<file path="src/rtl/decode_stage.sv">
// Instruction decode pipeline stage: one-deep output register with valid/ready
// handshake, RUN/HALTED control FSM, opcode one-hot and control decode.
// Ports: clk_pi, reset_pi (sync, active-high); instruction_pi/in_valid_pi/
// in_ready_po in; out_valid_po/out_ready_pi out with alu_func_po, dest/src1/
// src2_reg_po, immediate_po, op_onehot_po, ctrl_po, illegal_po; resume_pi and
// halted_po for the halt FSM. Optional macro: DECODE_ILLEGAL_TRAP_EN.

package decode_pkg;

  typedef enum logic {
    RUN    = 1'b0,
    HALTED = 1'b1
  } state_t;

  localparam int OP_ARITH2 = 0;
  localparam int OP_ARITH1 = 1;
  localparam int OP_MOVILO = 2;
  localparam int OP_MOVIHI = 3;
  localparam int OP_ADDI   = 4;
  localparam int OP_SUBI   = 5;
  localparam int OP_LOAD   = 6;
  localparam int OP_STORE  = 7;
  localparam int OP_BEQ    = 8;
  localparam int OP_BGE    = 9;
  localparam int OP_BLE    = 10;
  localparam int OP_BC     = 11;
  localparam int OP_JUMP   = 12;

  localparam int CT_STC  = 0;
  localparam int CT_STB  = 1;
  localparam int CT_HALT = 2;
  localparam int CT_RST  = 3;

endpackage

module decode_stage
  import decode_pkg::*;
#(
  parameter int INSTR_W    = 16,
  parameter int REG_ADDR_W = 3
) (
  input  logic                  clk_pi,
  input  logic                  reset_pi,
  input  logic [INSTR_W-1:0]    instruction_pi,
  input  logic                  in_valid_pi,
  output logic                  in_ready_po,
  input  logic                  resume_pi,
  output logic                  out_valid_po,
  input  logic                  out_ready_pi,
  output logic [2:0]            alu_func_po,
  output logic [REG_ADDR_W-1:0] dest_reg_po,
  output logic [REG_ADDR_W-1:0] src1_reg_po,
  output logic [REG_ADDR_W-1:0] src2_reg_po,
  output logic [INSTR_W-5:0]    immediate_po,
  output logic [12:0]           op_onehot_po,
  output logic [3:0]            ctrl_po,
  output logic                  halted_po,
  output logic                  illegal_po
);

  localparam int IMM_W = INSTR_W - 4;
  localparam int R     = REG_ADDR_W;

  // 1010...: set on every other bit counting down from the MSB
  function automatic logic [IMM_W-1:0] alt_pat();
    logic [IMM_W-1:0] p;
    p = '0;
    for (int i = 0; i < IMM_W; i++) begin
      p[i] = ((IMM_W - 1 - i) % 2) == 0;
    end
    return p;
  endfunction

  localparam logic [IMM_W-1:0] IMM_STC = IMM_W'(1);
  localparam logic [IMM_W-1:0] IMM_STB = IMM_W'(2);
  localparam logic [IMM_W-1:0] IMM_HLT = '1;
  localparam logic [IMM_W-1:0] IMM_RST = alt_pat();

  logic [3:0]       op;
  logic [IMM_W-1:0] imm;
  logic             movi_msb;

  assign op       = instruction_pi[INSTR_W-1 -: 4];
  assign imm      = instruction_pi[IMM_W-1:0];
  assign movi_msb = instruction_pi[IMM_W-1-R];

  logic [12:0] d_oh;
  logic [3:0]  d_ctrl;
  logic [2:0]  d_alu;
  logic        d_ill;

  always_comb begin
    d_oh   = '0;
    d_ctrl = '0;
    d_alu  = '0;
    d_ill  = 1'b0;
    unique case (op)
      4'h1: begin
        d_oh[OP_ARITH2] = 1'b1;
        d_alu           = instruction_pi[2:0];
      end
      4'h2: begin
        d_oh[OP_ARITH1] = 1'b1;
        d_alu           = instruction_pi[2:0];
      end
      4'h3: begin
        d_oh[OP_MOVIHI] = movi_msb;
        d_oh[OP_MOVILO] = !movi_msb;
      end
      4'h4: d_oh[OP_ADDI]  = 1'b1;
      4'h5: d_oh[OP_SUBI]  = 1'b1;
      4'h6: d_oh[OP_LOAD]  = 1'b1;
      4'h7: d_oh[OP_STORE] = 1'b1;
      4'h8: d_oh[OP_BEQ]   = 1'b1;
      4'h9: d_oh[OP_BGE]   = 1'b1;
      4'hA: d_oh[OP_BLE]   = 1'b1;
      4'hB: d_oh[OP_BC]    = 1'b1;
      4'hC: d_oh[OP_JUMP]  = 1'b1;
      4'hD, 4'hE: begin
`ifdef DECODE_ILLEGAL_TRAP_EN
        d_ill = 1'b1;
`endif
      end
      4'hF: begin
        unique case (1'b1)
          (imm == IMM_STC): d_ctrl[CT_STC]  = 1'b1;
          (imm == IMM_STB): d_ctrl[CT_STB]  = 1'b1;
          (imm == IMM_HLT): d_ctrl[CT_HALT] = 1'b1;
          (imm == IMM_RST): d_ctrl[CT_RST]  = 1'b1;
          default: begin
`ifdef DECODE_ILLEGAL_TRAP_EN
            d_ill = 1'b1;
`endif
          end
        endcase
      end
      default: ;
    endcase
  end

  state_t state;
  state_t state_nx;

  logic             vld_q;
  logic [12:0]      oh_q;
  logic [3:0]       ctrl_q;
  logic [2:0]       alu_q;
  logic             ill_q;
  logic [R-1:0]     dest_q;
  logic [R-1:0]     src1_q;
  logic [R-1:0]     src2_q;
  logic [IMM_W-1:0] imm_q;
  logic             accept;

  assign in_ready_po = (!vld_q || out_ready_pi) && (state == RUN);
  assign accept      = in_valid_pi && in_ready_po;

  always_comb begin
    state_nx = state;
    unique case (state)
      RUN: begin
        if (accept && d_ctrl[CT_HALT]) state_nx = HALTED;
      end
      HALTED: begin
        if (resume_pi) state_nx = RUN;
      end
      default: state_nx = RUN;
    endcase
  end

  always_ff @(posedge clk_pi) begin
    if (reset_pi) begin
      state  <= RUN;
      vld_q  <= 1'b0;
      oh_q   <= '0;
      ctrl_q <= '0;
      alu_q  <= '0;
      ill_q  <= 1'b0;
      dest_q <= '0;
      src1_q <= '0;
      src2_q <= '0;
      imm_q  <= '0;
    end else begin
      state <= state_nx;
      if (accept) begin
        vld_q  <= 1'b1;
        oh_q   <= d_oh;
        ctrl_q <= d_ctrl;
        alu_q  <= d_alu;
        ill_q  <= d_ill;
        dest_q <= instruction_pi[IMM_W-1 -: R];
        src1_q <= instruction_pi[IMM_W-1-R -: R];
        src2_q <= instruction_pi[IMM_W-1-2*R -: R];
        imm_q  <= imm;
      end else if (out_ready_pi) begin
        vld_q <= 1'b0;
      end
    end
  end

  // Flag outputs read as zero whenever no word is presented
  assign out_valid_po = vld_q;
  assign op_onehot_po = oh_q & {13{vld_q}};
  assign ctrl_po      = ctrl_q & {4{vld_q}};
  assign alu_func_po  = alu_q & {3{vld_q}};
  assign illegal_po   = ill_q & vld_q;
  assign dest_reg_po  = dest_q;
  assign src1_reg_po  = src1_q;
  assign src2_reg_po  = src2_q;
  assign immediate_po = imm_q;
  assign halted_po    = (state == HALTED);

endmodule

</file>
<file path="config.mk">
export PLATFORM = sky130hd
export DESIGN_NAME = decode_stage
export DESIGN_NICKNAME = d
export VERILOG_FILES = /design/src/rtl/decode_stage.sv
export SDC_FILE = /design/constraint.sdc
export NUM_CORES = 1
export LEC_CHECK = 0
export ABC_AREA = 0
export CAP_MARGIN = 5
export CORE_ASPECT_RATIO = 1.2
export CORE_UTILIZATION = 30
export CTS_BUF_LIST = sky130_fd_sc_hd__clkbuf_4
export DETAILED_ROUTE_END_ITERATION = 10
export GPL_ROUTABILITY_DRIVEN = 0
export PLACE_DENSITY = 0.68
export SKIP_CTS_REPAIR_TIMING = 1
export SLEW_MARGIN = 20
export SYNTH_ARGS = -nofsm -noshare
export SYNTH_HDL_FRONTEND = slang
export SYNTH_SLANG_ARGS = --single-unit
</file>
<file path="constraint.sdc">
create_clock -name clk_pi -period 1.4 [get_ports clk_pi]
set_input_delay 0.35 -clock clk_pi [delete_from_list [all_inputs] [get_ports clk_pi]]
set_output_delay 0.35 -clock clk_pi [all_outputs]
set_load 0.02 [all_outputs]
</file>
Word-level counts from Yosys, hierarchy flattened
Cells that the tools add are included.
{"block": "word_totals", "reg_bits": 43, "inputBits": 21, "output_inout_bits": 45, "word_cells": 61}
{"block": "classes", "eq_ne": 17, "muxes": 23, "bitwise_logic": 4, "n_reduce_logical": 8}
{"op": "12-bit == test (second input constant)", "count": 2}
{"op": "4-bit == test (second input constant)", "count": 6}
{"op": "1-bit two-way mux", "count": 19}
{"op": "4-bit by 3-bit == test with 1-bit output (second input constant)", "count": 4}
{"op": "13-bit AND", "count": 1}
{"op": "12-bit by 1-bit == test with 1-bit output (second input constant)", "count": 1}
{"op": "12-bit by 2-bit == test with 1-bit output (second input constant)", "count": 1}
{"op": "4-bit by 2-bit == test with 1-bit output (second input constant)", "count": 2}
{"op": "4-bit AND", "count": 1}
{"op": "4-bit by 1-bit == test with 1-bit output (second input constant)", "count": 1}
{"op": "4-bit two-way mux", "count": 1}
{"op": "3-bit AND", "count": 1}
{"op": "1-bit logical AND", "count": 3}
{"op": "3-bit two-way mux", "count": 1}
{"op": "1-bit logical NOT", "count": 2}
{"op": "2-bit two-way mux", "count": 1}
{"op": "1-bit case mux with 2 select lines", "count": 1}
{"op": "2-bit nonzero test", "count": 1}
{"op": "2-bit OR reduction", "count": 1}
{"op": "1-bit logical OR", "count": 1}
{"op": "1-bit inverter", "count": 1}

Longest topological paths before layout
Gate-level depths: netlist (run 1).
{"block": "logic_depth", "word_depth": 7, "mapped_depth": 6, "mapped_depth_nobuf": 4}

Worst setup path before layout (run 1)
No wires, ideal clock.
{"block": "synth_path", "path_kind": "reg2reg", "from": "reg state (netlist: halted_po)", "to": "reg oh_q[11]", "arrival_time_ns": 1.317, "t_required_ns": 1.330, "slack_ns": 0.012, "path_stages_with_launch": 6, "path_cell_list": "dfxtp_1 -> nor2b_1 -> nand2_2 -> buf_6 -> or3_1 -> a21oi_1"}
{"block": "synth_between", "elab_chain_cells": 3}
{"element": "start: declaration", "line": "141", "text": "state_t state;"}
{"element": "start signal: assignment", "line": "184", "text": "state <= state_nx;"}
{"element": "1-bit inverter"}
{"element": "1-bit logical AND", "line": "155", "text": "assign in_ready_po = (!vld_q || out_ready_pi) && (state == RUN);"}
{"element": "1-bit logical AND", "line": "156", "text": "assign accept = in_valid_pi && in_ready_po;"}
{"element": "end signal: assignment", "line": "187", "text": "oh_q <= d_oh;"}
{"element": "end: declaration", "line": "145", "text": "logic [12:0] oh_q;"}
Every way passes these cells.
A chain may end at the register's enable or synchronous reset.

Final worst setup path (run 1)
{"block": "layout_path", "from": "reg vld_q (netlist: out_valid_po)", "to": "out op_onehot_po[9]"}
{"block": "layout_between", "elab_chain_cells": 1}
{"element": "start: declaration", "line": "144", "text": "logic vld_q;"}
{"element": "start signal: assignment", "line": "174", "text": "vld_q <= 1'b0;"}
{"element": "start signal: assignment", "line": "186", "text": "vld_q <= 1'b1;"}
{"element": "start signal: assignment", "line": "196", "text": "vld_q <= 1'b0;"}
{"element": "13-bit AND", "line": "203", "text": "assign op_onehot_po = oh_q & {13{vld_q}};"}
{"element": "end: declaration", "line": "55", "text": "output logic [12:0] op_onehot_po,"}
Every way passes these cells.

==> results of run 1 <==
[critical path, cell delays in order, from the launching register on]
cell     delay (ns)
dfxtp_4        0.39
buf_6          0.12
buf_6          0.12
and2_4         0.13
buf_6          0.12
[flip-flops by register name, indices dropped and copies added, names as in the netlist, 2 cells and up]
register	cells
immediate_po	5
oh_q	13
src1_reg_po	2
dest_reg_po	3
src2_reg_po	2
ctrl_q	4
alu_q	3
[through the flow]
stage / hold WS [ns] / util (%) / cells
finish: 0.404 / 57.6 / 348
detailed placement: 0.430 / 47.8 / 331
global route: 0.399 / 57.6 / 348
CTS: 0.447 / 48.8 / 339
floorplan: 0.415 / - / 203
global placement: 0.425 / 47.8 / 331
[cells in the final DEF, fill, tap and decap left out, drive strengths merged, types with 2 or more instances in the layout]
master / netlist / final
a21oi: 28 / 28
and2: 21 / 21
buf: 14 / 54
clkbuf: 8 / 8
clkdlybuf4s50: 0 / 11
clkinv: 0 / 3
dfxtp: 34 / 34
dlymetal6s2s: 0 / 30
mux2i: 2 / 2
nand2: 50 / 51
nand2b: 5 / 5
nand3: 6 / 6
nand4: 3 / 3
nor2: 7 / 7
nor2b: 2 / 2
nor3: 2 / 2
nor4: 2 / 2
o21ai: 2 / 2
or3: 7 / 7
or4: 5 / 5
[routing by layer]
metal | vias to the layer above | track usage, % | share of wire [%]
li1 | 835 | - | -
met4 | 0 | 8.33 | 1.9
met5 | - | 0 | 0
met1 | 785 | 17.9 | 43
met2 | 37 | 24.4 | 52
met3 | 7 | 4.21 | 3.3
[cell families after synthesis]
family / count (synthesis) / share of synthesized area, %
flops: 34 / 43.2
mux: 2 / 1.27
other cells: 1 / 0.238
simple gates: 112 / 36.1
buf+inv: 22 / 8.35
compound gates: 32 / 10.8
[synth_stat cells]
| cell type | count |
|---|---|
| o31ai_2 | 1 |
| buf_2 | 3 |
| nor2b_1 | 2 |
| or3_1 | 7 |
| nor4b_1 | 1 |
| nand2b_1 | 5 |
| dfxtp_1 | 34 |
| buf_6 | 1 |
| nor3_1 | 2 |
| nor2_1 | 6 |
| nand3_1 | 5 |
| nand3_2 | 1 |
| nor4_1 | 2 |
| clkbuf_1 | 8 |
| a21oi_1 | 28 |
| a211oi_1 | 1 |
| and2_1 | 21 |
| nand3b_1 | 1 |
| nand4_1 | 3 |
| nand2_1 | 49 |
| buf_4 | 10 |
| nand2_2 | 1 |
| or4_1 | 5 |
| conb_1 | 1 |
| o21ai_0 | 2 |
| mux2i_1 | 2 |
| nor2_2 | 1 |
[power by group through the flow]
stage                     logic (W)  clock network, W  registers (W)
final                      0.000513          0.000523        0.00102
after global routing       0.000546          0.000582        0.00102
after CTS                  0.000409          0.000534        0.00102
after detailed placement   0.000407                 0        0.00104
after global placement     0.000405                 0        0.00104
after floorplan            0.000166                 0        0.00106
[cell type report]
cell class / instances / area share, %
timing repair buffer: 98 / 37.8
multi-input combinational: 148 / 34.0
sequential: 34 / 23.9
tap: 60 / 2.62
clock buffer: 5 / 1.31
clock inverter: 3 / 0.393
[worst max path at each step]
stage,slack (ns),end,cells past startpoint
6_report,-0.18,op_onehot_po[9],4
5_1_grt,-0.22,alu_func_po[0],4
4_1_cts,-0.64,op_onehot_po[12],3
3_5_place_dp,-0.61,in_ready_po,4
3_3_place_gp,-0.60,in_ready_po,4
2_1_floorplan,0.01,oh_q[11],5
==> metrics.cfg, run 1 <==
[outcome]
run_status = finished, violations left
violations = negative setup slack

[cells_and_area]
num_antenna_cells = 0
drive_above_1_share_pct = 41.7
fin_area_um2 = 2870
multi_input_area_um2 = 976
seq_area_um2 = 684
area_growth_pct = 82.2
nNetsFinal = 308
nFillCells = 455

[worst_hold_path]
hold_depth = 4
worstHoldEndpoint = src1_reg_po[0]
hold_class = in2reg
hold_start = instruction_pi[6]

[die]
start_util_pct = 31.6
num_rows = 28
fp.dieH_um = 81.3
fp.dieW_um = 68.1
io_pins = 66
core-area_um2 = 4970
fp.dieArea_um2 = 5540

[power]
pwr-share-clk_pct = 25.5
p_sw_w = 0.000613
share_comb_of_total_power_pct = 25.0
seqPwrFrac_pct = 49.5
p_leak_nw = 1.52
p_sw_share_pct = 29.9
power_w = 0.00205
p_int_w = 0.00144
ir_drop_mv = 0.388
cellPowerDensity_nw_per_um2 = 715

[place]
port-buffer-count = 64
dpl_cell_area_um2 = 2380
post-place-ws_ns = -0.612
place_hpwl_mm = 3.06

[timing]
clock_skew_ns = 0.00152
slew_viol_final = 0
hold_violations = 0
finalCritPeriodShare_pct = 113
worst_slack_ns = -0.179
rsz0062_at_grt = true
finalSetupViolations = 28
post-route-min-period_ns = 1.58
setup_tns_ns = -2.83
max_clock_freq_ghz = 0.633

[clock_network]
cts_tree = yes
numCtsBuffers = 5
clk_path_buf_depth = 2
cts_num_sinks = 34
insertion_delay_ns = 0.35
htreeDepth = 2
root_buffer = clkbuf_4
clk_pin_slew_worst_paths_ns = 0.10

[routing]
post_drt_via_cell_ratio = 4.78
via_count = 1664
wire_per_inst_um = 13.6
wl_mm = 4.75
detail-route-antenna-nets = 0
drc = 0
drt_pass1_iterations = 4
drt-initial-drc-count = 52

[logic_synthesis]
synth_largest_area_cell = dfxtp_1
synth-seq-cells = 34
syn_avg_cell_area_um2 = 7.75
synthTopCellsByArea = dfxtp_1 (43%), nand2_1 (12%), a21oi_1 (8.9%)
netlist_instances = 203
synth_top_area_share_pct = 43.2
yosys_warnings = 0
syn-cell-area_um2 = 1570
ys_seq_area_share_pct = 43.2
syn-num-nets = 224
synth.distinct_cells = 27

[grt]
gr-total-overflow = 0
track_usage_pct = 15.2
grt_pass1_wl_mm = 6.15
antenna_found_initial = 0
grt_pass1_vias = 1379
grt_max_degree = 30

[critical_path]
timing.rr.end = oh_q[0]
critPathLaunch = out_valid_po
r2r_slack_ns = -0.05
cp_max_fo = 5
r2r_cells = 6
endpoint_kind = output port
worstPathRequired_ns = 1.05
crit_type = reg2out
crit_arrival_ns = 1.23
r2r_start = out_valid_po
start_kind = flop

[job]
maxCapViolCount = 0

(Power assumes the default switching activity.)
==> run 2: changes to the inputs <==
--- a/config.mk
+++ b/config.mk
@@ -8,11 +8,11 @@
 export ABC_AREA = 0
 export CAP_MARGIN = 5
 export CORE_ASPECT_RATIO = 1.2
-export CORE_UTILIZATION = 30
+export CORE_UTILIZATION = 39
 export CTS_BUF_LIST = sky130_fd_sc_hd__clkbuf_4
 export DETAILED_ROUTE_END_ITERATION = 10
 export GPL_ROUTABILITY_DRIVEN = 0
-export PLACE_DENSITY = 0.68
+export PLACE_DENSITY = 0.83
 export SKIP_CTS_REPAIR_TIMING = 1
 export SLEW_MARGIN = 20
 export SYNTH_ARGS = -nofsm -noshare
==> run 2 against run 1 <==
Effect of this change:
- via count rose by 6.5%
- critical endpoint is now op_onehot_po[3]
- combinational power shrank 4.3%
- sequential cell count did not move
- clock skew increased by 0.0047 ns
- core utilization increased by 16 points
- sequential power hardly changed
- routed wire length rose by 8.8%
- global-route usage is 5.3 points higher
- the flow still finishes with violations (negative setup slack)
- fmax decreased by 1.7%
==> metrics.cfg, run 2 (synthesized netlist as in run 1, its figures left out) <==
[critical_path]
r2r_slack_ns = -0.01  ; was -0.05 ns
r2r_cells = 6  ; unchanged
r2r_start = out_valid_po  ; unchanged
worst_path_max_delay_cell = dfxtp_4  ; unchanged
crit_type = reg2out  ; unchanged
crit_chain = buf_12 > buf_6 > and2_4 > buf_6  ; was buf_6 > buf_6 > and2_4 > buf_6
endpoint_kind = output port  ; unchanged
worstPathRequired_ns = 1.05  ; about the same
crit_arrival_ns = 1.26  ; was 1.23 ns
cp_max_fo = 4  ; was 5
cpPeakStageDelay_ns = 0.39  ; about the same
cp_common_cell = buf_6  ; unchanged
timing.rr.end = oh_q[11]  ; was oh_q[0]
start_kind = flop  ; unchanged

[cells_and_area]
final_cell_mix = nand2_1 (49), dfxtp_1 (32), dlymetal6s2s_1 (31), buf_6 (27)  ; was nand2_1 (41), dfxtp_1 (33), dlymetal6s2s_1 (30), buf_6 (28), buf_4 (21)
nFillCells = 255  ; was 455
nNetsFinal = 308  ; unchanged
area_growth_pct = 76.2  ; was 82.2%
finish.utilization_pct = 73.9  ; was 57.6%
layout_commonest_cell = nand2_1  ; unchanged
largest_reg_flops = 13  ; unchanged
regMostFlops = oh_q  ; unchanged
drive_above_1_share_pct = 36.5  ; was 41.7%
stdcell_count = 340  ; was 348
num_antenna_cells = 0  ; unchanged

[outcome]
run_status = finished, violations left  ; unchanged
violations = negative setup slack  ; unchanged

[place]
place_hpwl_mm = 3.19  ; was 3.06 mm
post-place-ws_ns = -0.573  ; was -0.612 ns
dp.cells = 324  ; was 331
port-buffer-count = 64  ; unchanged

[timing]
rsz0062_at_grt = true  ; unchanged
setup_tns_ns = -3.18  ; was -2.83 ns
clock_skew_ns = 0.00627  ; was 0.00152 ns
max_clock_freq_ghz = 0.623  ; was 0.633 GHz
worst_slack_ns = -0.206  ; was -0.179 ns
post-route-min-period_ns = 1.61  ; was 1.58 ns
hold_violations = 0  ; unchanged
finalSetupViolations = 23  ; was 28
finalCritPeriodShare_pct = 115  ; was 113%
slew_viol_final = 0  ; unchanged

[power]
cellPowerDensity_nw_per_um2 = 738  ; was 715 nW/µm²
p_int_w = 0.00145  ; was 0.00144 W
p_sw_w = 0.000594  ; was 0.000613 W
p_leak_nw = 1.52  ; about the same
ir_drop_mv = 0.605  ; was 0.388 mV
seqPwrFrac_pct = 49.6  ; was 49.5%
p_sw_share_pct = 29.0  ; was 29.9%
power_w = 0.00205  ; about the same
share_comb_of_total_power_pct = 24.0  ; was 25.0%
pwr-share-clk_pct = 26.4  ; was 25.5%

[worst_hold_path]
hold_class = in2reg  ; unchanged
hold_start = instruction_pi[6]  ; unchanged
worstHoldEndpoint = src1_reg_po[0]  ; unchanged
hold_depth = 4  ; unchanged

[routing]
drc = 0  ; unchanged
detail-route-antenna-nets = 0  ; unchanged
via_count = 1772  ; was 1,664
drt-initial-drc-count = 88  ; was 52
wl_mm = 5.17  ; was 4.75 mm
drt_pass1_iterations = 4  ; unchanged
wire_per_inst_um = 15.2  ; was 13.6 µm
post_drt_via_cell_ratio = 5.21  ; was 4.78

[grt]
gr-total-overflow = 0  ; unchanged
grt_pass1_vias = 1569  ; was 1,379
antenna_found_initial = 0  ; unchanged
grt_pass1_wl_mm = 6.58  ; was 6.15 mm
grt_max_degree = 21  ; was 30
track_usage_pct = 20.5  ; was 15.2%

[clock_network]
cts_tree = yes  ; unchanged
clk_pin_slew_worst_paths_ns = 0.10  ; about the same
numCtsBuffers = 5  ; unchanged
insertion_delay_ns = 0.35  ; about the same
cts_num_sinks = 34  ; unchanged
htreeDepth = 2  ; unchanged
clk_path_buf_depth = 2  ; unchanged
root_buffer = clkbuf_4  ; unchanged

[die]
fp.dieArea_um2 = 4300  ; was 5540 µm²
fp.dieH_um = 71.6  ; was 81.3 µm
fp.dieW_um = 60.0  ; was 68.1 µm
core-area_um2 = 3750  ; was 4970 µm²
io_pins = 66  ; unchanged
num_rows = 24  ; was 28
start_util_pct = 41.9  ; was 31.6%

[job]
maxCapViolCount = 0  ; unchanged

[run 2: area by class of cell]
cell class / instances / area, µm² / area share [%]
repair buffers: 98 / 1060 / 38.2
multi-input cells: 148 / 907 / 32.7
flip-flops and latches: 34 / 688 / 24.8
well taps: 52 / 65.1 / 2.35
clock buffers: 6 / 45.0 / 1.62
clock inverters: 2 / 8.76 / 0.316
[run 2: power groups by stage]
| stage | clock (W) | combinational (W) | sequential, W |
|---|---|---|---|
| floorplan | 0 | 0.000166 | 0.00106 |
| global placement | 0 | 0.000410 | 0.00103 |
| detailed placement | 0 | 0.000418 | 0.00104 |
| CTS | 0.000542 | 0.000421 | 0.00101 |
| global route | 0.000599 | 0.000518 | 0.00102 |
| finish | 0.000540 | 0.000491 | 0.00101 |
[run 2: worst max path at each step]
stage | from | to | slack (ns)
floorplan | halted_po | oh_q[11] | 0.01
global placement | out_ready_pi | in_ready_po | -0.57
detailed placement | out_ready_pi | in_ready_po | -0.57
CTS | out_ready_pi | in_ready_po | -0.58
global route | out_valid_po | op_onehot_po[3] | -0.26
finish | out_valid_po | op_onehot_po[3] | -0.21
[run 2: metal layers]
layer / track usage [%] / part of all wire [%] / vias to the layer above
met5: 0 / 0 / -
met4: 10.6 / 3.6 / 0
met3: 5.23 / 7.3 / 18
met2: 34.7 / 53 / 95
met1: 23.2 / 36 / 820
li1: - / - / 839
[run 2: worst max-delay path, delay by kind of cell (launching register included)]
kind	cells	cell delay, ns
buffers and inverters	3	0.37
and+or+nand+nor	1	0.15
DFF	1	0.39
[run 2: stage by stage]
step	hold slack, ns	instance area (µm²)
final	0.426	2770
after global placement	0.425	2390
after detailed placement	0.438	2390
after floorplan	0.415	1570
after global routing	0.398	2770
after CTS	0.453	2440
==> run 3: changes to the inputs <==
--- a/config.mk
+++ b/config.mk
@@ -6,13 +6,13 @@
 export NUM_CORES = 1
 export LEC_CHECK = 0
 export ABC_AREA = 0
-export CAP_MARGIN = 5
 export CORE_ASPECT_RATIO = 1.2
 export CORE_UTILIZATION = 39
 export CTS_BUF_LIST = sky130_fd_sc_hd__clkbuf_4
 export DETAILED_ROUTE_END_ITERATION = 10
 export GPL_ROUTABILITY_DRIVEN = 0
 export PLACE_DENSITY = 0.83
+export REMOVE_ABC_BUFFERS = 1
 export SKIP_CTS_REPAIR_TIMING = 1
 export SLEW_MARGIN = 20
 export SYNTH_ARGS = -nofsm -noshare
==> run 3 against run 2 <==
Effect of this change:
- the flow still finishes with violations (negative setup slack)
- largest cell class unchanged
- non-clock buffer count shrank 3
- clock power is 33% higher
- routed wire length is 10% higher
- critical path depth down 1
- final cell count decreased by 0.88%
- clock skew increased by 0.0026 ns
- critical endpoint is now ctrl_po[1]
==> metrics.cfg, run 3 (synthesized netlist as in run 1, its figures left out) <==
[critical_path]
crit_chain = buf_6 > and2_4 > buf_6  ; was buf_12 > buf_6 > and2_4 > buf_6
worst_path_max_delay_cell = dfxtp_4  ; unchanged
crit_arrival_ns = 1.22  ; was 1.26 ns
worstPathRequired_ns = 1.05  ; about the same
cpLargestDelayFamily = flip-flops  ; unchanged
crit_type = reg2out  ; unchanged
cpPeakStageDelay_ns = 0.44  ; was 0.39 ns
endpoint_kind = output port  ; unchanged
cp_common_cell = buf_6  ; unchanged
cp_max_fo = 5  ; was 4
critPathBufInv = 2  ; was 3
start_kind = flop  ; unchanged

[timing]
slew_viol_final = 0  ; unchanged
clock_skew_ns = 0.00884  ; was 0.00627 ns
finalCritPeriodShare_pct = 112  ; was 115%
post-route-min-period_ns = 1.57  ; was 1.61 ns
max_clock_freq_ghz = 0.638  ; was 0.623 GHz
hold_violations = 0  ; unchanged
finalSetupViolations = 39  ; was 23
hold_slack_ns = 0.388  ; was 0.426 ns
worst_slack_ns = -0.167  ; was -0.206 ns
rsz0062_at_grt = true  ; unchanged

[die]
fp.dieH_um = 71.6  ; unchanged
start_util_pct = 41.9  ; unchanged
fp.dieW_um = 60.0  ; unchanged
fp.dieArea_um2 = 4300  ; unchanged
num_rows = 24  ; unchanged
core-area_um2 = 3750  ; unchanged
io_pins = 66  ; unchanged

[power]
p_leak_nw = 1.59  ; was 1.52 nW
cellPowerDensity_nw_per_um2 = 770  ; was 738 nW/µm²
seqPwrFrac_pct = 44.8  ; was 49.6%
p_int_w = 0.00163  ; was 0.00145 W
pwr-share-clk_pct = 31.5  ; was 26.4%
p_sw_share_pct = 28.3  ; was 29.0%
share_comb_of_total_power_pct = 23.8  ; was 24.0%
ir_drop_mv = 0.593  ; was 0.605 mV
p_sw_w = 0.000643  ; was 0.000594 W
power_w = 0.00228  ; was 0.00205 W

[outcome]
run_status = finished, violations left  ; unchanged
violations = negative setup slack  ; unchanged

[grt]
gr-total-overflow = 0  ; unchanged
grt_pass1_wl_mm = 6.37  ; was 6.58 mm
track_usage_pct = 20.0  ; was 20.5%
grt_pass1_vias = 1418  ; was 1,569
antenna_found_initial = 0  ; unchanged
grt_max_degree = 24  ; was 21

[clock_network]
numCtsBuffers = 5  ; unchanged
insertion_delay_ns = 0.36  ; was 0.35 ns
clk_pin_slew_worst_paths_ns = 0.11  ; was 0.10 ns
root_buffer = clkbuf_4  ; unchanged
cts_tree = yes  ; unchanged
cts_num_sinks = 34  ; unchanged
htreeDepth = 2  ; unchanged
clk_path_buf_depth = 2  ; unchanged

[place]
port-buffer-count = 64  ; unchanged
post-place-ws_ns = -0.599  ; was -0.573 ns
place_hpwl_mm = 2.97  ; was 3.19 mm
dp.cells = 322  ; was 324

[routing]
drc = 0  ; unchanged
wire_per_inst_um = 16.9  ; was 15.2 µm
drt-initial-drc-count = 75  ; was 88
drt_pass1_iterations = 4  ; unchanged
detail-route-antenna-nets = 0  ; unchanged
post_drt_via_cell_ratio = 5.42  ; was 5.21
via_count = 1825  ; was 1,772
wl_mm = 5.70  ; was 5.17 mm

[cells_and_area]
final_cell_mix = nand2_1 (39), dfxtp_1 (32), dlymetal6s2s_1 (30), buf_6 (26), and2_4 (21)  ; was nand2_1 (49), dfxtp_1 (32), dlymetal6s2s_1 (31), buf_6 (27)
num_antenna_cells = 0  ; unchanged
nFillCells = 227  ; was 255
nNetsFinal = 305  ; was 308
largest_reg_flops = 13  ; unchanged
stdcell_count = 337  ; was 340
area_growth_pct = 87.8  ; was 76.2%
regMostFlops = oh_q  ; unchanged
drive_above_1_share_pct = 43.2  ; was 36.5%
layout_commonest_cell = nand2_1  ; unchanged

[job]
maxCapViolCount = 0  ; unchanged

[worst_hold_path]
hold_class = in2reg  ; unchanged

run 3: cell count changes in the layout (fill, tap and decap cells not counted), moves of 3 or more:
cell,previous run,this run
nand2_1,49,39
nand2_4,2,9
a21oi_1,23,16
a21oi_2,5,12
clkbuf_16,0,3
buf_4,23,19
run 3: worst paths after layout:
path | slack, ns | from | cells after the start | to
worst max-delay path | -0.17 | out_valid_po | 3 | ctrl_po[1]
worst min-delay path | 0.39 | instruction_pi[4] | 4 | src2_reg_po[1]
worst max register to register | -0.07 | halted_po | 6 | oh_q[2]
worst min register to register | 0.46 | oh_q[10] | 2 | oh_q[10]
run 3: layout make-up:
type	instances	area [µm²]	area share [%]
clock buffer	5	37.5	1.27
timing repair buffer	95	1100	37.1
tap	52	65.1	2.20
clock inverter	3	40.0	1.35
multi-input combinational	148	1030	34.8
sequential	34	688	23.3
run 3: worst min-delay path, delay by kind of cell:
family                 cells  cell delay, ns
AOI/OAI and AO/OA          1            0.09
buffers and inverters      2            0.23
and+or+nand+nor            1            0.04
run 3: routing by layer:
metal / GRT usage [%] / vias up / part of all wire (%)
li1: - / 832 / -
met1: 24.1 / 883 / 37
met2: 32.0 / 82 / 53
met3: 5.23 / 28 / 5.7
met4: 10.6 / 0 / 4.5
met5: 0 / - / 0
run 3: power by group through the flow:
stage | combinational, W | clock, W | sequential [W]
final | 0.000541 | 0.000716 | 0.00102
after global routing | 0.000566 | 0.000767 | 0.00102
after CTS | 0.000410 | 0.000718 | 0.00101
after detailed placement | 0.000408 | 0 | 0.00104
after global placement | 0.000402 | 0 | 0.00104
after floorplan | 0.0000911 | 0 | 0.00108
run 3: metrics by stage:
stage | util [%] | cell area, µm² | setup TNS, ns
CTS | 65.3 | 2450 | -21.02
floorplan | - | 1440 | -4.02
global placement | 63.2 | 2370 | -17.45
detailed placement | 63.2 | 2370 | -18.39
finish | 78.8 | 2960 | -3.36
global route | 78.8 | 2960 | -4.79
